## config.mk

```make
export PLATFORM = sky130hd
export DESIGN_NAME = morse_encoder_tx_flat
export DESIGN_NICKNAME = d
export VERILOG_FILES = /design/src/rtl/morse_pkg.sv /design/src/rtl/morse_encoder_tx_if.sv /design/src/rtl/morse_rom.sv /design/src/rtl/morse_encoder_tx.sv /design/src/flat_wrapper.sv
export SDC_FILE = /design/constraint.sdc
export NUM_CORES = 1
export LEC_CHECK = 0
export ABC_AREA = 1
export ABC_CLOCK_PERIOD_IN_PS = 4690
export CAP_MARGIN = 20
export CORE_MARGIN = 2
export CORE_UTILIZATION = 55
export CTS_CLUSTER_DIAMETER = 60
export DETAILED_ROUTE_END_ITERATION = 10
export PLACE_DENSITY = 0.8
export SLEW_MARGIN = 30
export SYNTH_ARGS = -nofsm -noshare
export SYNTH_HDL_FRONTEND = slang
export SYNTH_HIERARCHICAL = 1
export SYNTH_SLANG_ARGS = --single-unit
```

## constraint.sdc

```tcl
create_clock -name clk -period 4.69 [get_ports clk]
set_input_delay 0.7035 -clock clk [delete_from_list [all_inputs] [get_ports clk]]
set_output_delay 0.7035 -clock clk [all_outputs]
set_load 0.03 [all_outputs]
```

## src/rtl/morse_pkg.sv

```systemverilog
// Shared Morse definitions: FSM states, code constants, unit timing and ROM entry layout.
// The receive-side decoder imports the same package.
package morse_pkg;

   typedef enum logic [2:0] {
      ST_IDLE,
      ST_MARK,
      ST_GAP,
      ST_CHAR_GAP,
      ST_WORD_GAP
   } state_t;

   localparam logic [5:0] CODE_SPACE     = 6'd36;
   localparam logic [5:0] CODE_MAX_VALID = 6'd36;

   localparam int DOT        = 1;
   localparam int DASH       = 3;
   localparam int EL_GAP     = 1;
   localparam int CHAR_GAP   = 3;
   localparam int WORD_EXTRA = 4;

   // The first element is pattern[len-1]. A set bit is a dash.
   typedef struct packed {
      logic       valid;
      logic [2:0] len;
      logic [4:0] pattern;
   } rom_entry_t;

endpackage

```

## src/rtl/morse_encoder_tx_if.sv

```systemverilog
// Character handshake between a code producer and the Morse encoder.
interface morse_encoder_tx_if;
   logic       char_valid;
   logic [5:0] char_code;
   logic       char_ready;

   modport master (output char_valid, output char_code, input char_ready);
   modport slave  (input char_valid, input char_code, output char_ready);
endinterface

```

## src/rtl/morse_rom.sv

```systemverilog
// Combinational lookup from a character code to its Morse element pattern.
// Code 36 (word space) is valid with len 0. Codes 37 to 63 are invalid.
module morse_rom
   import morse_pkg::*;
(
   input  logic [5:0] char_code,
   output rom_entry_t entry
);

   always_comb begin
      entry = '0;
      case (char_code)
         6'd0:  entry = {1'b1, 3'd5, 5'b11111};
         6'd1:  entry = {1'b1, 3'd5, 5'b01111};
         6'd2:  entry = {1'b1, 3'd5, 5'b00111};
         6'd3:  entry = {1'b1, 3'd5, 5'b00011};
         6'd4:  entry = {1'b1, 3'd5, 5'b00001};
         6'd5:  entry = {1'b1, 3'd5, 5'b00000};
         6'd6:  entry = {1'b1, 3'd5, 5'b10000};
         6'd7:  entry = {1'b1, 3'd5, 5'b11000};
         6'd8:  entry = {1'b1, 3'd5, 5'b11100};
         6'd9:  entry = {1'b1, 3'd5, 5'b11110};
         6'd10: entry = {1'b1, 3'd2, 5'b00001};
         6'd11: entry = {1'b1, 3'd4, 5'b01000};
         6'd12: entry = {1'b1, 3'd4, 5'b01010};
         6'd13: entry = {1'b1, 3'd3, 5'b00100};
         6'd14: entry = {1'b1, 3'd1, 5'b00000};
         6'd15: entry = {1'b1, 3'd4, 5'b00010};
         6'd16: entry = {1'b1, 3'd3, 5'b00110};
         6'd17: entry = {1'b1, 3'd4, 5'b00000};
         6'd18: entry = {1'b1, 3'd2, 5'b00000};
         6'd19: entry = {1'b1, 3'd4, 5'b00111};
         6'd20: entry = {1'b1, 3'd3, 5'b00101};
         6'd21: entry = {1'b1, 3'd4, 5'b00100};
         6'd22: entry = {1'b1, 3'd2, 5'b00011};
         6'd23: entry = {1'b1, 3'd2, 5'b00010};
         6'd24: entry = {1'b1, 3'd3, 5'b00111};
         6'd25: entry = {1'b1, 3'd4, 5'b00110};
         6'd26: entry = {1'b1, 3'd4, 5'b01101};
         6'd27: entry = {1'b1, 3'd3, 5'b00010};
         6'd28: entry = {1'b1, 3'd3, 5'b00000};
         6'd29: entry = {1'b1, 3'd1, 5'b00001};
         6'd30: entry = {1'b1, 3'd3, 5'b00001};
         6'd31: entry = {1'b1, 3'd4, 5'b00001};
         6'd32: entry = {1'b1, 3'd3, 5'b00011};
         6'd33: entry = {1'b1, 3'd4, 5'b01001};
         6'd34: entry = {1'b1, 3'd4, 5'b01011};
         6'd35: entry = {1'b1, 3'd4, 5'b01100};
         6'd36: entry = {1'b1, 3'd0, 5'b00000};
         default: entry = '0;
      endcase
   end

endmodule

```

## src/rtl/morse_encoder_tx.sv

```systemverilog
// Morse transmitter: accepts one character code per handshake and keys it out as
// unit-timed marks and spaces on key_out. All outputs are registered.
module morse_encoder_tx
   import morse_pkg::*;
#(
   parameter int UNIT_CYCLES = 1000
) (
   input  logic               clk,
   input  logic               rst,
   morse_encoder_tx_if.slave  bus,
   output logic               key_out,
   output logic               busy,
   output logic               char_done,
   output logic               err
);

   localparam int PW = (UNIT_CYCLES > 2) ? $clog2(UNIT_CYCLES) : 1;
   localparam logic [PW-1:0] PRE_MAX = PW'(UNIT_CYCLES - 1);

   state_t     state, state_n;
   logic [PW-1:0] pre, pre_n;
   logic [1:0] units, units_n, mark_units;
   logic [2:0] idx, idx_n, len_q, len_n, bit_sel;
   logic [4:0] pat_q, pat_n, pat_shift;
   logic       ready_q, ready_n, key_n, busy_n, done_n, err_n;
   logic       tick, dash, gap_exit, accept;
   rom_entry_t entry;

   morse_rom u_rom (
      .char_code (bus.char_code),
      .entry     (entry)
   );

   assign tick       = (pre == PRE_MAX);
   assign bit_sel    = len_q - 3'd1 - idx;
   assign pat_shift  = pat_q >> bit_sel;
   assign dash       = pat_shift[0];
   assign mark_units = dash ? 2'(DASH - 1) : 2'(DOT - 1);
   assign bus.char_ready = ready_q;

   always_ff @(posedge clk) begin
      if (rst) begin
         state     <= ST_IDLE;
         pre       <= '0;
         units     <= '0;
         idx       <= '0;
         len_q     <= '0;
         pat_q     <= '0;
         ready_q   <= 1'b0;
         key_out   <= 1'b0;
         busy      <= 1'b0;
         char_done <= 1'b0;
         err       <= 1'b0;
      end else begin
         state     <= state_n;
         pre       <= pre_n;
         units     <= units_n;
         idx       <= idx_n;
         len_q     <= len_n;
         pat_q     <= pat_n;
         ready_q   <= ready_n;
         key_out   <= key_n;
         busy      <= busy_n;
         char_done <= done_n;
         err       <= err_n;
      end
   end

   // Timing counters restart on every state change so each state lasts a whole number of units.
   always_comb begin
      state_n  = state;
      pre_n    = tick ? '0 : pre + PW'(1);
      units_n  = tick ? units + 2'd1 : units;
      idx_n    = idx;
      len_n    = len_q;
      pat_n    = pat_q;
      ready_n  = 1'b0;
      key_n    = 1'b0;
      busy_n   = busy;
      done_n   = 1'b0;
      err_n    = 1'b0;
      gap_exit = 1'b0;
      accept   = 1'b0;

      case (state)
         ST_IDLE: begin
            busy_n  = 1'b0;
            ready_n = 1'b1;
            pre_n   = '0;
            units_n = '0;
         end
         ST_MARK: begin
            key_n = 1'b1;
            if (tick && units == mark_units) begin
               key_n   = 1'b0;
               pre_n   = '0;
               units_n = '0;
               if (idx + 3'd1 < len_q) begin
                  state_n = ST_GAP;
                  idx_n   = idx + 3'd1;
               end else begin
                  state_n = ST_CHAR_GAP;
                  idx_n   = '0;
               end
            end
         end
         ST_GAP: begin
            if (tick && units == 2'(EL_GAP - 1)) begin
               state_n = ST_MARK;
               key_n   = 1'b1;
               pre_n   = '0;
               units_n = '0;
            end
         end
         ST_CHAR_GAP: gap_exit = tick && units == 2'(CHAR_GAP - 1);
         ST_WORD_GAP: gap_exit = tick && units == 2'(WORD_EXTRA - 1);
         default:     state_n = ST_IDLE;
      endcase

      if (gap_exit) begin
         state_n = ST_IDLE;
         done_n  = 1'b1;
         busy_n  = 1'b0;
         ready_n = 1'b1;
         pre_n   = '0;
         units_n = '0;
      end

      // A held char_valid is taken on the same edge a gap finishes, so no idle bubble appears.
      accept = bus.char_valid && ((state == ST_IDLE && ready_q) || gap_exit);

      if (accept) begin
         pre_n   = '0;
         units_n = '0;
         idx_n   = '0;
         ready_n = 1'b0;
         if (bus.char_code == CODE_SPACE) begin
            state_n = ST_WORD_GAP;
            busy_n  = 1'b1;
         end else if (entry.valid && bus.char_code <= CODE_MAX_VALID) begin
            state_n = ST_MARK;
            key_n   = 1'b1;
            busy_n  = 1'b1;
            len_n   = entry.len;
            pat_n   = entry.pattern;
         end else begin
            state_n = ST_IDLE;
            err_n   = 1'b1;
            busy_n  = 1'b0;
         end
      end
   end

endmodule

```

## src/flat_wrapper.sv

```systemverilog
// flat-port wrapper written by rule: the top's interface ports become plain ports
module morse_encoder_tx_flat import morse_pkg::*;
#(
   parameter int UNIT_CYCLES = 1000
)
  (clk, rst, key_out, busy, char_done, err, bus_char_valid, bus_char_code, bus_char_ready);
  morse_encoder_tx_if bus_i ();
  input  logic clk;
  input  logic rst;
  output logic key_out;
  output logic busy;
  output logic char_done;
  output logic err;
  input wire logic [$bits(bus_i.char_valid)-1:0] bus_char_valid;
  input wire logic [$bits(bus_i.char_code)-1:0] bus_char_code;
  output wire logic [$bits(bus_i.char_ready)-1:0] bus_char_ready;
  assign bus_i.char_valid = bus_char_valid;
  assign bus_i.char_code = bus_char_code;
  assign bus_char_ready = bus_i.char_ready;
  morse_encoder_tx #(.UNIT_CYCLES(UNIT_CYCLES)) u_core (.clk(clk), .rst(rst), .bus(bus_i), .key_out(key_out), .busy(busy), .char_done(char_done), .err(err));
endmodule
```

==> metrics.cfg, run 1 <==
[setup_path]
slowest_delay_ns=0.64
critPathBufInv=2
critPathLaunchType=primary input
slowest_stage=clkdlybuf4s50_1
critical_path_class=primary input to register
crit_chain=clkdlybuf4s50_1 -> inv_1 -> ha_1 -> nor2_2 -> a21oi_1 -> nand2_1 -> nand3_1 -> nand3_1 -> nand4_1 -> a21oi_1
worst_ep_arrival_time_ns=2.80
cp_max_fo=9
crit_required_ns=4.90
crit_family=buffers and inverters
critPathCaptureType=register

[sta]
slew_headroom=0.6614
fmax_mhz=386.3
timing.final.ws_setup_ns=2.101
worst_slew_pin_slew_ns=0.5063
finalMaxSlewViolations=0
post-route-period-util=0.5519
finalSetupViolCount=0
skew_ns=0.004801
rsz0062_at_grt=no
whs_ns=0.4475
period_minus_slack_ns=2.589
fin_tns_setup_ns=0
hold_viol=0

[synth]
yosys.cell_count.top_type=nand2_1
syn_area_um2=2322
synth_nets=377
synth_edf_count=0
synth_async_sr_flop_share=0
synthFlopType=dfxtp_1
synth_warnings=6
syn_area_per_cell_um2=6.597
synthCells=352
synth_seq_cells=31
synth.top_cells.by_area=dfxtp_1 27%, nand2_1 15%, ha_1 8.1%
synth_common_cells=90 x nand2_1, 43 x nor2_1, 41 x inv_1, 31 x dfxtp_1, 29 x nand3_1
synth-seq-area-share=0.2672
netlist.area_leader.share=0.2672
synth_area_leader_cell=dfxtp_1
synth_cell_types=38

[place]
dpl.cell_count=408
post-place-ws_ns=1.843
dpl_cell_area_um2=2450
globalplace.congestion=0.9731
portBuffers=13
post-dp-hpwl_um=3991

[clock_network]
cts_max_path_buffers=2
clk_latency_ns=0.28
cts_resized=0
cts_num_sinks=31
cts_setup_buffers=0
numCtsBuffers=5
htree_levels=2
cts_root_buffer=clkbuf_8
cts_hold_buf=0
cts_tree=done
clk_pin_slew_ns=0.06

[die]
die_area_um2=4758
ios=14
rows=23
die_x_um=68.98
fp.dieH_um=68.98
initial_utilization=0.5764
core_area_um2=4029

[drt]
ant_nets=0
vias=2204
wl_um=5080
wl_per_cell_um=12.27
drtIter0Drc=108
viasPerCell=5.324
dr.pass1.iters=4
drc=0

[final_layout]
fill_cells=397
fin_util=0.6261
area_growth_pct=8.621
postLayoutCellArea_um2=2522
drive_above_1_share=0.1016
stdcell_count=414
nets=390
n_antenna_cell=0

[global_routing]
use_met1=0.2550
globalRouteTotalUtil=0.2340
met2_usage=0.4267
antenna_found_initial=0
overflow=0
grt_use_met3=0.05032
grt_first_pass_wirelength_um=8273
grt_pass1_vias=1948
grt_max_degree=18
gr-max-usage-layer=met2

[outcome]
outcome=complete, no violations

[job]
cap_violations=0

[power]
ir_drop_v=0.0001530
p_leak_nw=1.155
power.total_uw=768.1
power_density_nw_per_um2=304.5

[hold_path]
hold_class=register to register

per-layer routing:
layer	routed length, um	vias to the layer above
met4	193	0
met2	2536	58
met3	200	18
met5	0	-
met1	2148	972
li1	-	1156
power breakdown:
| part | leakage [nW] | internal [mW] | switching [mW] |
|---|---|---|---|
| Clock | 0.0371 | 0.0986 | 0.0912 |
| Combinational | 0.867 | 0.0939 | 0.184 |
| Sequential | 0.251 | 0.284 | 0.0168 |
final cells by class:
type	instances	area, um^2	share of cell area
Clock buffer	6	72.57	0.02877
Sequential cell	31	620.6	0.2460
Inverter	48	187.7	0.07440
Multi-Input combinational cell	266	1449	0.5744
Tap cell	50	62.56	0.02480
Timing Repair Buffer	13	130.1	0.05159
path summary, 6_finish.rpt:
path / from / endpoint / slack [ns] / depth (start not counted)
worst max-delay path: bus_char_code[1] / u_core/pat_q[1]$_SDFFE_PP0P_ / 2.10 / 10
worst max register to register: u_core/idx[0]$_SDFFE_PP0P_ / u_core/state[1]$_SDFFE_PP0P_ / 2.41 / 15
worst min register to register: u_core/pre[0]$_SDFF_PP0_ / u_core/pre[0]$_SDFF_PP0_ / 0.45 / 1
worst min-delay path: u_core/pre[0]$_SDFF_PP0_ / u_core/pre[0]$_SDFF_PP0_ / 0.45 / 1
placed cells by master (no fill, tap or decap), drive strengths merged:
cell type / n
dfxtp: 31
ha: 15
xnor2: 1
a21boi: 1
nor4: 2
o31ai: 1
nor3: 7
o211ai: 3
o31a: 1
nand3: 32
o21ai: 14
a21oi: 25
o21bai: 1
nor2: 52
nand2: 94
xor2: 5
nand4: 9
inv: 48
clkbuf: 6
fa: 1
clkdlybuf4s50: 13
a31oi: 2
kinds of logic (layout without fill, tap and decap cells):
family / count (synthesis) / in the layout / synth area share
simple gates: 196 / 196 / 0.3852
buf+inv: 55 / 67 / 0.1088
compound gates: 48 / 48 / 0.1266
flops: 31 / 31 / 0.2672
fa+ha+maj: 16 / 16 / 0.08944
xor+xnor: 6 / 6 / 0.02263
state kept, by name, summed over array words and instances (netlist names), 2 cells and up:
register	cells
u_core/idx	3
u_core/len_q	3
u_core/state	3
u_core/pre	10
u_core/pat_q	5
u_core/units	2
Note: power is estimated with default switching activity, not from simulation.
==> run 2: changes to the inputs <==
--- a/config.mk
+++ b/config.mk
@@ -6,7 +6,7 @@
 export NUM_CORES = 1
 export LEC_CHECK = 0
 export ABC_AREA = 1
-export ABC_CLOCK_PERIOD_IN_PS = 4690
+export ABC_CLOCK_PERIOD_IN_PS = 2700
 export CAP_MARGIN = 20
 export CORE_MARGIN = 2
 export CORE_UTILIZATION = 55
==> constraint.sdc (replaced) <==
create_clock -name clk -period 2.7 [get_ports clk]
set_input_delay 0.405 -clock clk [delete_from_list [all_inputs] [get_ports clk]]
set_output_delay 0.405 -clock clk [all_outputs]
set_load 0.03 [all_outputs]
==> run 2 against run 1 <==
  * Largest cell class unchanged
  * Routed wire length up 5.1%
  * Sequential cell count is the same
  * Setup slack lost 1.9 ns
  * Critical path type is now register to register
==> metrics.cfg, run 2 (same netlist as run 1, synthesis figures left out) <==
[outcome]
outcome=complete, no violations

[final_layout]
nets=396
largest_registers=u_core/pre x10, u_core/pat_q x5
layout_commonest_cell=nand2_1
area_growth_pct=12.72
n_antenna_cell=0
drive_above_1_share=0.1263
fill_cells=369
largest_reg_flops=10
regMostFlops=u_core/pre
stdcell_count=422
most-common-layout-cells=90 x nand2_1, 43 x nor2_1, 41 x inv_1, 31 x dfxtp_1, 28 x nand3_1

[global_routing]
globalRouteTotalUtil=0.2487
antenna_found_initial=0
overflow=0
grt_max_degree=18
grt_pass1_vias=1994
grt_first_pass_wirelength_um=8790

[die]
die_x_um=68.98
fp.dieH_um=68.98
ios=14
initial_utilization=0.5764
die_area_um2=4758
rows=23
core_area_um2=4029

[drt]
vias=2270
viasPerCell=5.379
wl_per_cell_um=12.65
wl_um=5340
dr.pass1.iters=5
ant_nets=0
drc=0
drtIter0Drc=184

[place]
post-place-ws_ns=0.3082
post-dp-hpwl_um=4134
globalplace.congestion=0.9777
portBuffers=13
dpl.cell_count=414

[setup_path]
critPathLaunchType=register
cp_max_fo=4
critPathCaptureType=register
critical_path_class=register to register
crit_required_ns=2.87
critPathLaunch=u_core/idx[0]$_SDFFE_PP0P_
worst_ep_arrival_time_ns=2.64
r2r-start=u_core/idx[0]$_SDFFE_PP0P_

[power]
power_density_nw_per_um2=577.5
comb_power_share=0.343
ir_drop_v=0.0003856
internal_power_uw=963.2
power.total_mw=1.512
pwr-share-seq=0.346
p_clk_frac=0.312
swShare=0.3628
p_switching_uw=548.3
p_leak_nw=1.210

[sta]
timing.final.ws_setup_ns=0.2283
fmax_mhz=404.6
hold_viol=0
finalMaxSlewViolations=0
finalSetupViolCount=0
slew_headroom=0.6438
worst_slew_pin_slew_ns=0.5302
post-route-period-util=0.9154
period_minus_slack_ns=2.472
whs_ns=0.4522
skew_ns=0.003631
rsz0062_at_grt=no
fin_tns_setup_ns=0

[clock_network]
cts_num_sinks=31
htree_levels=2
numCtsBuffers=5
clk_pin_slew_ns=0.07
cts_tree=done
clk_latency_ns=0.28
cts_hold_buf=0
cts_max_path_buffers=2
cts_root_buffer=clkbuf_8

[job]
cap_violations=0

[hold_path]
hold_path_startpoint=u_core/pre[0]$_SDFF_PP0_
hold_class=register to register

-- run 2: critical path, cell delays in order (launching register included) --
cell	delay (ns)
dfxtp_1	0.40
inv_1	0.08
ha_1	0.21
fa_1	0.55
inv_1	0.09
nand2_1	0.08
nor2_1	0.04
nor2_1	0.14
nand2_1	0.08
nand3_1	0.09
nand3_1	0.08
nand2_1	0.15
nand3_2	0.13
nor2_1	0.17
nor2_1	0.07
-- run 2: worst paths after layout --
check                                 end  slack (ns)  cells past startpoint
max          u_core/state[0]$_SDFFE_PP0P_        0.23                     14
min              u_core/pre[0]$_SDFF_PP0_        0.45                      1
max reg2reg  u_core/state[0]$_SDFFE_PP0P_        0.23                     14
min reg2reg      u_core/pre[0]$_SDFF_PP0_        0.45                      1
-- run 2: routing by layer --
layer	vias to the layer above	wire (um)	GRT usage
li1	1171	-	-
met1	1025	2452	0.3103
met2	61	2550	0.4183
met3	13	214	0.04870
met4	0	122	0.1005
met5	-	0	0
-- run 2: power by group through the flow --
stage	logic, mW	clock network [mW]	registers (mW)
global placement	0.483	0	0.531
global route	0.579	0.499	0.528
finish	0.518	0.471	0.523
CTS	0.503	0.477	0.522
detailed placement	0.484	0	0.531
floorplan	0.354	0	0.546
-- run 2: stage by stage --
step	cell area (um^2)	util
3_5_place_dp	2495	0.6193
3_3_place_gp	2495	0.6193
2_1_floorplan	2322	-
4_1_cts	2613	0.6484
5_1_grt	2618	0.6497
6_report	2618	0.6497
-- run 2: area by class of cell --
class,count,area [um^2],area share
repair buffers,19,175.2,0.06692
inverters,48,187.7,0.07170
well taps,50,62.56,0.02390
clock inverters,2,35.03,0.01338
clock buffers,6,82.58,0.03155
flip-flops and latches,31,620.6,0.2371
multi-input cells,266,1454,0.5554
-- run 2: timing repair --
item	4_1_cts	5_1_grt
setup buffers	0	0
setup endpoints to repair	0	1
gates resized for setup	0	1
==> run 3: changes to the inputs <==
--- a/config.mk
+++ b/config.mk
@@ -12,7 +12,7 @@
 export CORE_UTILIZATION = 55
 export CTS_CLUSTER_DIAMETER = 60
 export DETAILED_ROUTE_END_ITERATION = 10
-export PLACE_DENSITY = 0.8
+export PLACE_DENSITY = 0.77
 export SLEW_MARGIN = 30
 export SYNTH_ARGS = -nofsm -noshare
 export SYNTH_HDL_FRONTEND = slang
==> run 3 against run 2 <==
  * Cell count stayed put
  * Global-route usage is 0.56 points higher
  * Cell area is 0.19% lower
  * Sequential power hardly changed
  * Critical endpoint is now u_core/state[1]$_SDFFE_PP0P_
  * Via count is 0.79% higher
  * Clock skew is 0.0061 ns higher
  * Sequential cell count stayed put
  * Clock power is 1% higher
  * Register-to-register slack better by 0.11 ns
  * Utilization is 0.12 points lower
==> metrics.cfg, run 3 (same netlist as run 1, synthesis figures left out) <==
[final_layout]
multi_input_area_um2=1449
most-common-layout-cells=90 x nand2_1, 43 x nor2_1, 41 x inv_1, 31 x dfxtp_1, 29 x nand3_1
layout_commonest_cell=nand2_1
postLayoutCellArea_um2=2613
nets=396
layout.area.seq_um2=620.6
stdcell_count=422
drive_above_1_share=0.1237
largest_reg_flops=10
area_growth_pct=12.50
regMostFlops=u_core/pre
largest_registers=u_core/pre x10, u_core/pat_q x5
n_antenna_cell=0
fill_cells=371

[power]
ir_drop_v=0.0005899
power_density_nw_per_um2=572.6
comb_power_share=0.333
p_clk_frac=0.318
internal_power_uw=959.9
pwr-share-seq=0.349
p_leak_nw=1.208
swShare=0.3583
power.total_mw=1.496
p_switching_uw=536.0

[global_routing]
grt_first_pass_wirelength_um=9018
antenna_found_initial=0
grt_pass1_vias=2064
overflow=0
globalRouteTotalUtil=0.2543
grt_max_degree=18

[clock_network]
clk_pin_slew_ns=0.07
cts_max_path_buffers=2
cts_num_sinks=31
cts_root_buffer=clkbuf_8
cts_resized=0
clk_latency_ns=0.28
cts_hold_buf=0
numCtsBuffers=5
cts_tree=done
cts_setup_buffers=0
htree_levels=2

[drt]
dr.pass1.iters=5
vias=2288
wl_um=5486
ant_nets=0
drtIter0Drc=148
wl_per_cell_um=13.00
drc=0
viasPerCell=5.422

[setup_path]
critical_path_class=register to register
r2r-start=u_core/idx[0]$_SDFFE_PP0P_
crit_end=u_core/state[1]$_SDFFE_PP0P_
worst_ep_arrival_time_ns=2.59
cp.depth=15
crit_chain=inv_1 -> ha_1 -> fa_1 -> inv_1 -> nand2_1 -> nor2_1 -> nor2_1 -> nand2_1 -> nand3_1 -> nand3_1 -> nand2_1 -> nand3_1 -> nand2_1 -> nand2_1 -> nor2_1
reg2reg_to=u_core/state[1]$_SDFFE_PP0P_
crit_required_ns=2.92
critPathLaunchType=register
critPathCaptureType=register
cp_max_fo=4
critPathLaunch=u_core/idx[0]$_SDFFE_PP0P_
crit_family=simple AND/OR/NAND/NOR gates
regToRegSetupSlack_ns=0.33
critPathBufInv=2
ff2ff_path_depth=15
crit_top_cell=nand2_1
slowest_stage=fa_1
slowest_delay_ns=0.56

[sta]
finalSetupViolCount=0
period_minus_slack_ns=2.367
whs_ns=0.4573
fmax_mhz=422.5
skew_ns=0.009750
worst_slew_pin_slew_ns=0.5659
slew_headroom=0.6198
post-route-period-util=0.8765
finalMaxSlewViolations=0
fin_tns_setup_ns=0
rsz0062_at_grt=no
hold_viol=0

[die]
core_area_um2=4029
die_area_um2=4758
rows=23
ios=14
fp.dieH_um=68.98
die_x_um=68.98
initial_utilization=0.5764

[place]
globalplace.congestion=0.9557
dpl.cell_count=414
post-dp-hpwl_um=4175
portBuffers=13
dpl_cell_area_um2=2495

[job]
cap_violations=0

[hold_path]
hold_class=register to register
holdPathStages=1

[outcome]
outcome=complete, no violations

## run 3: cell types whose count changed in the layout (fill, tap and decap cells not counted)
| cell | change |
|---|---|
| nand3_1 | +1 |
| nand3_2 | -1 |
## run 3: final cells by class
cell class              instances  share of cell area
multi-input cells             266              0.5546
clock buffers                   6             0.03161
clock inverters                 2             0.01341
well taps                      50             0.02395
repair buffers                 19             0.06705
flip-flops and latches         31              0.2375
inverters                      48             0.07184
## run 3: how the worst min path moves through the flow
stage / startpoint / to
global route: u_core/pre[0]$_SDFF_PP0_ / u_core/pre[0]$_SDFF_PP0_
CTS: u_core/pre[0]$_SDFF_PP0_ / u_core/pre[0]$_SDFF_PP0_
detailed placement: u_core/pre[0]$_SDFF_PP0_ / u_core/pre[0]$_SDFF_PP0_
global placement: u_core/pre[0]$_SDFF_PP0_ / u_core/pre[0]$_SDFF_PP0_
finish: u_core/pre[0]$_SDFF_PP0_ / u_core/pre[0]$_SDFF_PP0_
floorplan: u_core/pre[0]$_SDFF_PP0_ / u_core/pre[0]$_SDFF_PP0_
## run 3: per-stage QoR
stage | utilization | setup WS [ns]
3_3_place_gp | 0.6193 | 0.4804
2_1_floorplan | - | 0.6866
5_1_grt | 0.6484 | 0.04307
3_5_place_dp | 0.6193 | 0.3907
4_1_cts | 0.6484 | 0.3596
6_report | 0.6484 | 0.3334
## run 3: power groups by stage
stage          Combinational, mW  Clock, mW  Sequential (mW)
6_report                   0.498      0.476            0.522
3_3_place_gp               0.479          0            0.531
4_1_cts                    0.493      0.484            0.522
3_5_place_dp               0.491          0            0.532
2_1_floorplan              0.354          0            0.546
5_1_grt                    0.567      0.500            0.525
## run 3: routing by layer
metal | up-vias | global-route usage | share of wire | routed length [um]
met3 | 7 | 0.04870 | 0.061 | 336
met5 | - | 0 | 0 | 0
li1 | 1175 | - | - | -
met4 | 0 | 0.08088 | 0.0097 | 53
met1 | 1031 | 0.3356 | 0.47 | 2601
met2 | 75 | 0.4171 | 0.45 | 2494
## run 3: worst register-to-register path, delay by kind of cell, from the launching register on
family | cells | cell delay, ns
buf+inv | 2 | 0.17
simple gates | 11 | 0.98
fa+ha+maj | 2 | 0.78
flops | 1 | 0.39
